$ cat src/rtl/pc_pkg.sv
// pc_pkg: opcodes shared by the program counter and anything that drives it.
//   pc_op_t : 2-bit opcode, INC / JMP / CALL / RET.
package pc_pkg;

  typedef enum logic [1:0] {
    OP_INC  = 2'b00,
    OP_JMP  = 2'b01,
    OP_CALL = 2'b10,
    OP_RET  = 2'b11
  } pc_op_t;

endpackage

$ cat src/rtl/lifo_stack.sv
// lifo_stack: register-file return stack with an occupancy pointer.
//   clk, reset   : rising-edge clock, async active-high reset (clears occupancy)
//   push, din    : write din on top; ignored when full
//   pop          : discard the top entry; ignored when empty
//   dout         : current top entry (combinational, don't-care when empty)
//   depth        : occupied entries, 0..DEPTH
//   full, empty  : decoded from depth
module lifo_stack #(
  parameter int WIDTH = 8,
  parameter int DEPTH = 4
) (
  input  logic                       clk,
  input  logic                       reset,
  input  logic                       push,
  input  logic                       pop,
  input  logic [WIDTH-1:0]           din,
  output logic [WIDTH-1:0]           dout,
  output logic [$clog2(DEPTH+1)-1:0] depth,
  output logic                       full,
  output logic                       empty
);

  localparam int DW = $clog2(DEPTH+1);
  localparam int AW = (DEPTH > 1) ? $clog2(DEPTH) : 1;
  localparam logic [DW-1:0] FULL_CNT = DW'(DEPTH);

  logic [WIDTH-1:0] mem_q [DEPTH];
  logic [WIDTH-1:0] mem_d [DEPTH];
  logic [DW-1:0]    depth_q, depth_d;
  logic [DW-1:0]    top_cnt;
  logic [AW-1:0]    top_idx, wr_idx;
  logic             do_push, do_pop;

  assign full    = (depth_q == FULL_CNT);
  assign empty   = (depth_q == '0);
  assign depth   = depth_q;
  assign do_push = push & ~full;
  assign do_pop  = pop & ~empty;
  assign top_cnt = depth_q - 1'b1;
  assign top_idx = AW'(top_cnt);
  assign dout    = mem_q[top_idx];

  // A simultaneous push and pop replaces the top entry in place.
  assign wr_idx = do_pop ? top_idx : AW'(depth_q);

  always_comb begin
    mem_d   = mem_q;
    depth_d = depth_q;
    if (do_push) mem_d[wr_idx] = din;
    if (do_push && !do_pop) depth_d = depth_q + 1'b1;
    else if (do_pop && !do_push) depth_d = depth_q - 1'b1;
  end

  always_ff @(posedge clk or posedge reset) begin
    if (reset) depth_q <= '0;
    else       depth_q <= depth_d;
  end

  // Contents need no reset: depth alone decides what is valid.
  always_ff @(posedge clk) begin
    mem_q <= mem_d;
  end

endmodule

$ cat src/rtl/program_counter.sv
// program_counter: PC with hardware return-address stack and sticky errors.
//   clk, reset : rising-edge clock, async active-high reset
//   enable     : 0 holds count, stack and flags (err_clr still acts)
//   op         : INC / JMP / CALL / RET (pc_op_t encoding)
//   target     : JMP / CALL destination
//   err_clr    : clears ovf and unf; a same-cycle new error still sets
//   count      : registered program counter
//   depth      : occupied stack entries; empty/full decoded from it
//   ovf, unf   : sticky CALL-on-full / RET-on-empty flags
module program_counter
  import pc_pkg::*;
#(
  parameter int WIDTH = 8,
  parameter int DEPTH = 4
) (
  input  logic                       clk,
  input  logic                       reset,
  input  logic                       enable,
  input  logic [1:0]                 op,
  input  logic [WIDTH-1:0]           target,
  input  logic                       err_clr,
  output logic [WIDTH-1:0]           count,
  output logic [$clog2(DEPTH+1)-1:0] depth,
  output logic                       empty,
  output logic                       full,
  output logic                       ovf,
  output logic                       unf
);

  pc_op_t           op_e;
  logic [WIDTH-1:0] count_q, count_d, count_inc, stk_dout;
  logic             ovf_q, ovf_d, unf_q, unf_d;
  logic             is_call, is_ret, stk_full, stk_empty;

  assign op_e      = pc_op_t'(op);
  assign is_call   = enable && (op_e == OP_CALL);
  assign is_ret    = enable && (op_e == OP_RET);
  assign count_inc = count_q + 1'b1;

  lifo_stack #(.WIDTH(WIDTH), .DEPTH(DEPTH)) u_stack (
    .clk   (clk),
    .reset (reset),
    .push  (is_call & ~stk_full),
    .pop   (is_ret & ~stk_empty),
    .din   (count_inc),
    .dout  (stk_dout),
    .depth (depth),
    .full  (stk_full),
    .empty (stk_empty)
  );

  always_comb begin
    count_d = count_q;
    if (enable) begin
      unique case (op_e)
        OP_INC:  count_d = count_inc;
        OP_JMP:  count_d = target;
        OP_CALL: if (!stk_full)  count_d = target;
        OP_RET:  if (!stk_empty) count_d = stk_dout;
        default: count_d = count_q;
      endcase
    end
  end

  // Set beats clear, so an error in the clearing cycle is never lost.
  assign ovf_d = (is_call & stk_full)  | (ovf_q & ~err_clr);
  assign unf_d = (is_ret  & stk_empty) | (unf_q & ~err_clr);

  always_ff @(posedge clk or posedge reset) begin
    if (reset) begin
      count_q <= '0;
      ovf_q   <= 1'b0;
      unf_q   <= 1'b0;
    end else begin
      count_q <= count_d;
      ovf_q   <= ovf_d;
      unf_q   <= unf_d;
    end
  end

  assign count = count_q;
  assign empty = stk_empty;
  assign full  = stk_full;
  assign ovf   = ovf_q;
  assign unf   = unf_q;

endmodule

$ cat config.mk
export PLATFORM = sky130hd
export DESIGN_NAME = program_counter
export DESIGN_NICKNAME = d
export VERILOG_FILES = /design/src/rtl/pc_pkg.sv /design/src/rtl/lifo_stack.sv /design/src/rtl/program_counter.sv
export SDC_FILE = /design/constraint.sdc
export NUM_CORES = 1
export LEC_CHECK = 0
export CELL_PAD_IN_SITES_DETAIL_PLACEMENT = 2
export CELL_PAD_IN_SITES_GLOBAL_PLACEMENT = 2
export CORE_ASPECT_RATIO = 0.5
export CORE_UTILIZATION = 37
export CTS_CLUSTER_SIZE = 16
export DETAILED_ROUTE_END_ITERATION = 8
export PLACE_DENSITY_LB_ADDON = 0.1
export REMOVE_ABC_BUFFERS = 1
export SLEW_MARGIN = 20
export SYNTH_ARGS = -nofsm -noshare
export SYNTH_HDL_FRONTEND = slang
export SYNTH_HIERARCHICAL = 1
export SYNTH_SLANG_ARGS = --single-unit
$ cat constraint.sdc
create_clock -name clk -period 3 [get_ports clk]
set_input_delay 0.3 -clock clk [delete_from_list [all_inputs] [get_ports clk]]
set_output_delay 0.3 -clock clk [all_outputs]
set_load 0.005 [all_outputs]
==> Word level (Yosys, flattened, before mapping) <==
Index checks and enable logic that the tools add are counted.
W data, S select, Z words.
{ "totals": {"ramBits": 0, "rom_bits": 0, "word_cells": 58, "mem_count": 0, "latchBits": 0, "in_bits": 14, "reg_bits": 45} }
{ "op_classes": {"magnitude_cmp": 3, "n_bitwise": 15, "n_shift": 0, "eq_ne": 6, "reduce_logical": 11, "muxes": 12, "addsub": 3, "div": 0, "n_mul": 0} }
{ "op_table": {"columns": ["op", "count"], "rows": [
  ["$mux W8", 5],
  ["$bwmux W32", 1],
  ["$pmux W8 S4", 1],
  ["$bmux W8 S2", 1],
  ["$demux W8 S2", 1],
  ["$add A8 B1 Y8 const B", 1],
  ["$and A1 B1 Y1", 8],
  ["$ge A3 B3 Y1 const B", 2],
  ["$mux W3", 2],
  ["$not A2 Y3", 2],
  ["$logic_and A1 B1 Y1", 5],
  ["$eq A2 B2 Y1 const B", 2],
  ["$ne A2 B2 Y1 const B", 2],
  ["$add A3 B1 Y3 const B", 1],
  ["$eq A3 B3 Y1 const B", 1],
  ["$logic_not A3 Y1", 1],
  ["$lt A3 B1 Y1 const B", 1],
  ["$not A1 Y1", 3],
  ["$reduce_and A3 Y1", 1],
  ["$sub A3 B1 Y3 const B", 1],
  ["$eq A2 B1 Y1 const B", 1],
  ["$logic_not A1 Y1", 2],
  ["$logic_not A2 Y1", 1],
  ["$mux W2", 1],
  ["2 further kinds", 3]
]} }

==> Depth between registers and ports, before layout <==
{ "logic_depth": {"depth_word": 11, "ltp_mapped": 11, "ltp_nobuf": 10} }

==> Hierarchy <==
Netlist, hierarchy kept.
{ "by_module_without_submodules": {"columns": ["mod", "cells_per_inst", "area_per_inst_um2", "n_inst", "seq_area_each_um2"], "rows": [
  ["lifo_stack", 78, 1465.2, 1, 1036.0],
  ["program_counter", 93, 757.0, 1, 250.2]
]} }

==> Worst setup path before layout <==
OpenSTA, ideal clock, no wires.
{ "synth_path": {"path_kind": "flip-flop to flip-flop", "from": "reg u_stack.depth_q[0], in the netlist u_stack/depth[0]", "to": "reg u_stack/mem_q[10] in the netlist's numbering (enable)", "slack_ps": 272, "stages_incl_launch_ff": 10, "path_buffers": 1, "required_time_ps": 2617, "t_arrival_ps": 2345, "path_cell_list": "dfrtp_1 > buf_6 > inv_1 > ha_1 > nand2b_1 > inv_1 > nor2_1 > nor4bb_1 > a31oi_1 > nor3_1"} }
{ "synth_via": {"elab_chain_cells": 4} }
{ "synth_lines": {"columns": ["item", "line_no", "rtl"], "rows": [
  ["start, declared", "lifo_stack.sv:29", "logic [DW-1:0] depth_q, depth_d;"],
  ["start signal, assigned", "lifo_stack.sv:56", "else depth_q <= depth_d;"],
  ["$eq A3 B3 Y1 *", "lifo_stack.sv:34", "assign full = (depth_q == FULL_CNT);"],
  ["$not A1 Y1 *", "lifo_stack.sv:37, program_counter.sv:43", null],
  ["$and A1 B1 Y1", "program_counter.sv:43", ".push (is_call & ~stk_full),"],
  ["$and A1 B1 Y1 *", "lifo_stack.sv:37", "assign do_push = push & ~full;"],
  ["end signal, assigned", "lifo_stack.sv:61", "mem_q <= mem_d;"],
  ["end, declared", "lifo_stack.sv:27", "logic [WIDTH-1:0] mem_q [DEPTH];"]
]} }
Mark *: on every way between the ends. The rest lies on a longest branch, timed or not.
A chain may end at the register's enable or synchronous reset.

==> Worst setup path in the final report <==
{ "layout_path": {"from": "reg u_stack.depth_q[1], in the netlist u_stack/depth[1]", "to": "reg u_stack/mem_q[12] in the netlist's numbering (enable)"} }
Same word-level chain as after synthesis.

==> results by group <==
Run status
  – Outcome: finished with violations
  – Violated checks: DRC

Clock tree
  – CTS tree: yes
  – TritonCTS Sinks: 45
  – CTS max path bufs: 2
  – Root buf cell: clkbuf_16
  – H-tree depth: 2
  – Clock transition at the registers of the reported paths: 60 ps
  – CTS resizes: 0
  – Worst skew pair latency: 290 ps
  – CTS Hold Bufs: 0
  – # Post-CTS Setup Buffers: 0
  – CTS buffer count: 5

Power
  – Sw Ratio: 0.344
  – Peak VDD IR: 0.310 mV
  – Pleak: 1.03 nW
  – Clock power share: 0.233
  – Gate power share: 0.374
  – Internal cell power: 1.59 mW
  – Total chip power: 2.43 mW
  – Sequential Power Share: 0.394
  – Switching Power: 835 µW
  – Power per cell area: 882 nW/µm²

Timing
  – Final worst path period share: 0.857
  – Count of pins over their slew limit: 0
  – Clk_skew: 4.76 ps
  – Setup TNS: 0 ps
  – Fmax: 389 MHz
  – Max-slew headroom: 0.626
  – Final hold violations: 0
  – RSZ-0062 raised after global routing: false
  – Tmin final: 2570 ps
  – Final setup vio count: 0
  – Hold slack: 201 ps
  – Worst Tran Pin Value: 559 ps

Floorplanning
  – Starting Density: 0.394
  – DIE AREA: 6340 µm²
  – Die Ht: 56.8 µm
  – DIE WIDTH: 112 µm
  – Core area: 5630 µm²
  – IO Pins: 29
  – Rows: 19

Critical path
  – Critical Path RT: 3000 ps
  – Reg-to-reg startpoint: u_stack/depth[1]
  – WS Path Type: flop to flop
  – Startpoint Class: flop
  – R2R depth: 9
  – CP startpoint: u_stack/depth[1]
  – Critical path endpoint: u_stack/mem_q[12]
  – Capturing point of the worst reg2reg path: u_stack/mem_q[12]
  – Worst R2R Setup Slack: 430 ps
  – Worst setup EP type: flop
  – Crit Path Max Fanout: 8
  – Crit path DAT: 2570 ps

Routing
  – Avg WL per Cell: 21.8 µm
  – Drc violations: 2
  – ANT nets after route: 0
  – Vias per cell: 5.63
  – DR iter-0 viols: 63
  – TritonRoute pass-1 iters: 8
  – Vias: 1,570
  – Routed WL: 6070 µm

Synthesis
  – Leading area contributor after synthesis: edfxtp_1
  – Number of synthesized register bits: 45
  – Most frequent cells after synthesis: edfxtp_1 (32), dfrtp_1 (13), inv_1 (13), nand2_1 (12), nand3_1 (11)
  – Share of the synthesized area in the top cell type: 0.432
  – Register area share after synthesis: 0.579
  – Post-synth EDFFs: 32
  – Yosys cell types: 40
  – Number of synthesis warnings: 6
  – Syn Area/Cell: 13.0 µm²
  – Asr flop ratio synth: 0.289
  – Most frequent cell after synthesis: edfxtp_1
  – Syn Inst Count: 171
  – Synth Cell Area: 2220 µm²
  – Synth top area cells: edfxtp_1 (43%), dfrtp_1 (15%), mux4_2 (6.1%), ha_1 (4.5%), nand3_1 (2.5%)
  – Top FF cell, synth: edfxtp_1

Global routing
  – First-pass GRT wire length: 9600 µm
  – Initial antenna violation count: 0
  – Overflow after GRT: 0
  – Largest net degree at the start of global routing: 16
  – GRT Total Usage: 0.214
  – Number of global-route vias before repair: 1,736

Placed design
  – Inst Count DP: 271
  – # port buffers: 28
  – Gpl congestion: 0.731
  – Post-DP HPWL: 4580 µm

Cells and area
  – Multi-input gate area: 845 µm²
  – Sequential Area: 1290 µm²
  – Area Overhead vs Synth: 23.8%
  – Fraction of layout cells with a size suffix above 1: 0.117
  – # diodes: 0
  – Fin nets: 227
  – Non-Filler Instances: 279
  – Core Util, Final: 0.488
  – Fill cell count: 581

Job
  – Max-cap violations: 0

Hold path
  – HP Class: primary input to asynchronous set/reset pin
critical path: stages (launching register included):
cell	delay [ps]
dfrtp_1	430
inv_1	100
ha_1	250
nand2b_1	160
inv_1	150
nor2_1	350
nor4bb_1	290
a31oi_1	120
nor3_1	210
buf_4	220
cells in the final DEF, fill, tap and decap left out, types with 6 or more instances in the layout:
| cell | synthesis | final |
|---|---|---|
| edfxtp_1 | 32 | 32 |
| clkdlybuf4s50_1 | 0 | 28 |
| inv_1 | 13 | 13 |
| dfrtp_1 | 13 | 13 |
| nand2_1 | 12 | 12 |
| nand3_1 | 11 | 11 |
| ha_1 | 8 | 8 |
| o21ai_0 | 7 | 7 |
| nor2_1 | 7 | 7 |
| buf_4 | 1 | 7 |
| mux4_2 | 6 | 6 |
registers in the layout, indices dropped and copies added, names as in the netlist:
name,count
count,8
ovf,1
u_stack/depth,3
u_stack/mem_q,32
unf,1
cells by family after synthesis:
logic type      Yosys count  share of synthesized area
simple gates             48                      0.112
flops                    45                      0.579
compound gates           30                     0.0940
buf+inv                  21                     0.0411
mux                      10                     0.0935
xor+xnor                  9                     0.0355
fa+ha+maj                 8                     0.0450
per-stage QoR:
stage	setup slack (ps)	instance area [µm²]
global placement	650	2600
floorplan	90.8	2180
detailed placement	367	2600
finish	429	2750
CTS	391	2750
global route	196	2750
cell type report:
class,count,share of cell area
timing repair buffer,35,0.121
sequential,45,0.468
tap,73,0.0332
multi-input combinational,105,0.307
clock inverter,3,0.00773
inverter,13,0.0177
clock buffer,5,0.0455
how the worst min path moves through the flow:
stage / from / to / slack (ps) / cells past startpoint
final: reset / u_stack/depth[0] / 200 / 2
after global routing: reset / u_stack/depth[0] / 210 / 2
after CTS: reset / u_stack/depth[0] / 200 / 2
after detailed placement: reset / u_stack/depth[2] / 520 / 2
after global placement: reset / u_stack/depth[2] / 510 / 2
after floorplan: reset / u_stack/depth[0] / 50 / 1
power by group through the flow:
stage	sequential, mW	clock [mW]	combinational [mW]
2_1_floorplan	0.964	0	0.502
3_3_place_gp	0.954	0	0.888
3_5_place_dp	0.971	0	0.932
4_1_cts	0.957	0.578	0.933
5_1_grt	0.973	0.601	0.999
6_report	0.955	0.564	0.906
layer usage:
layer | GRT usage | vias to the layer above | part of all wire
li1 | - | 720 | -
met1 | 0.290 | 803 | 0.46
met2 | 0.341 | 38 | 0.47
met3 | 0.0443 | 9 | 0.046
met4 | 0.0849 | 0 | 0.015
met5 | 0 | - | 0
(Power assumes the default switching activity.)
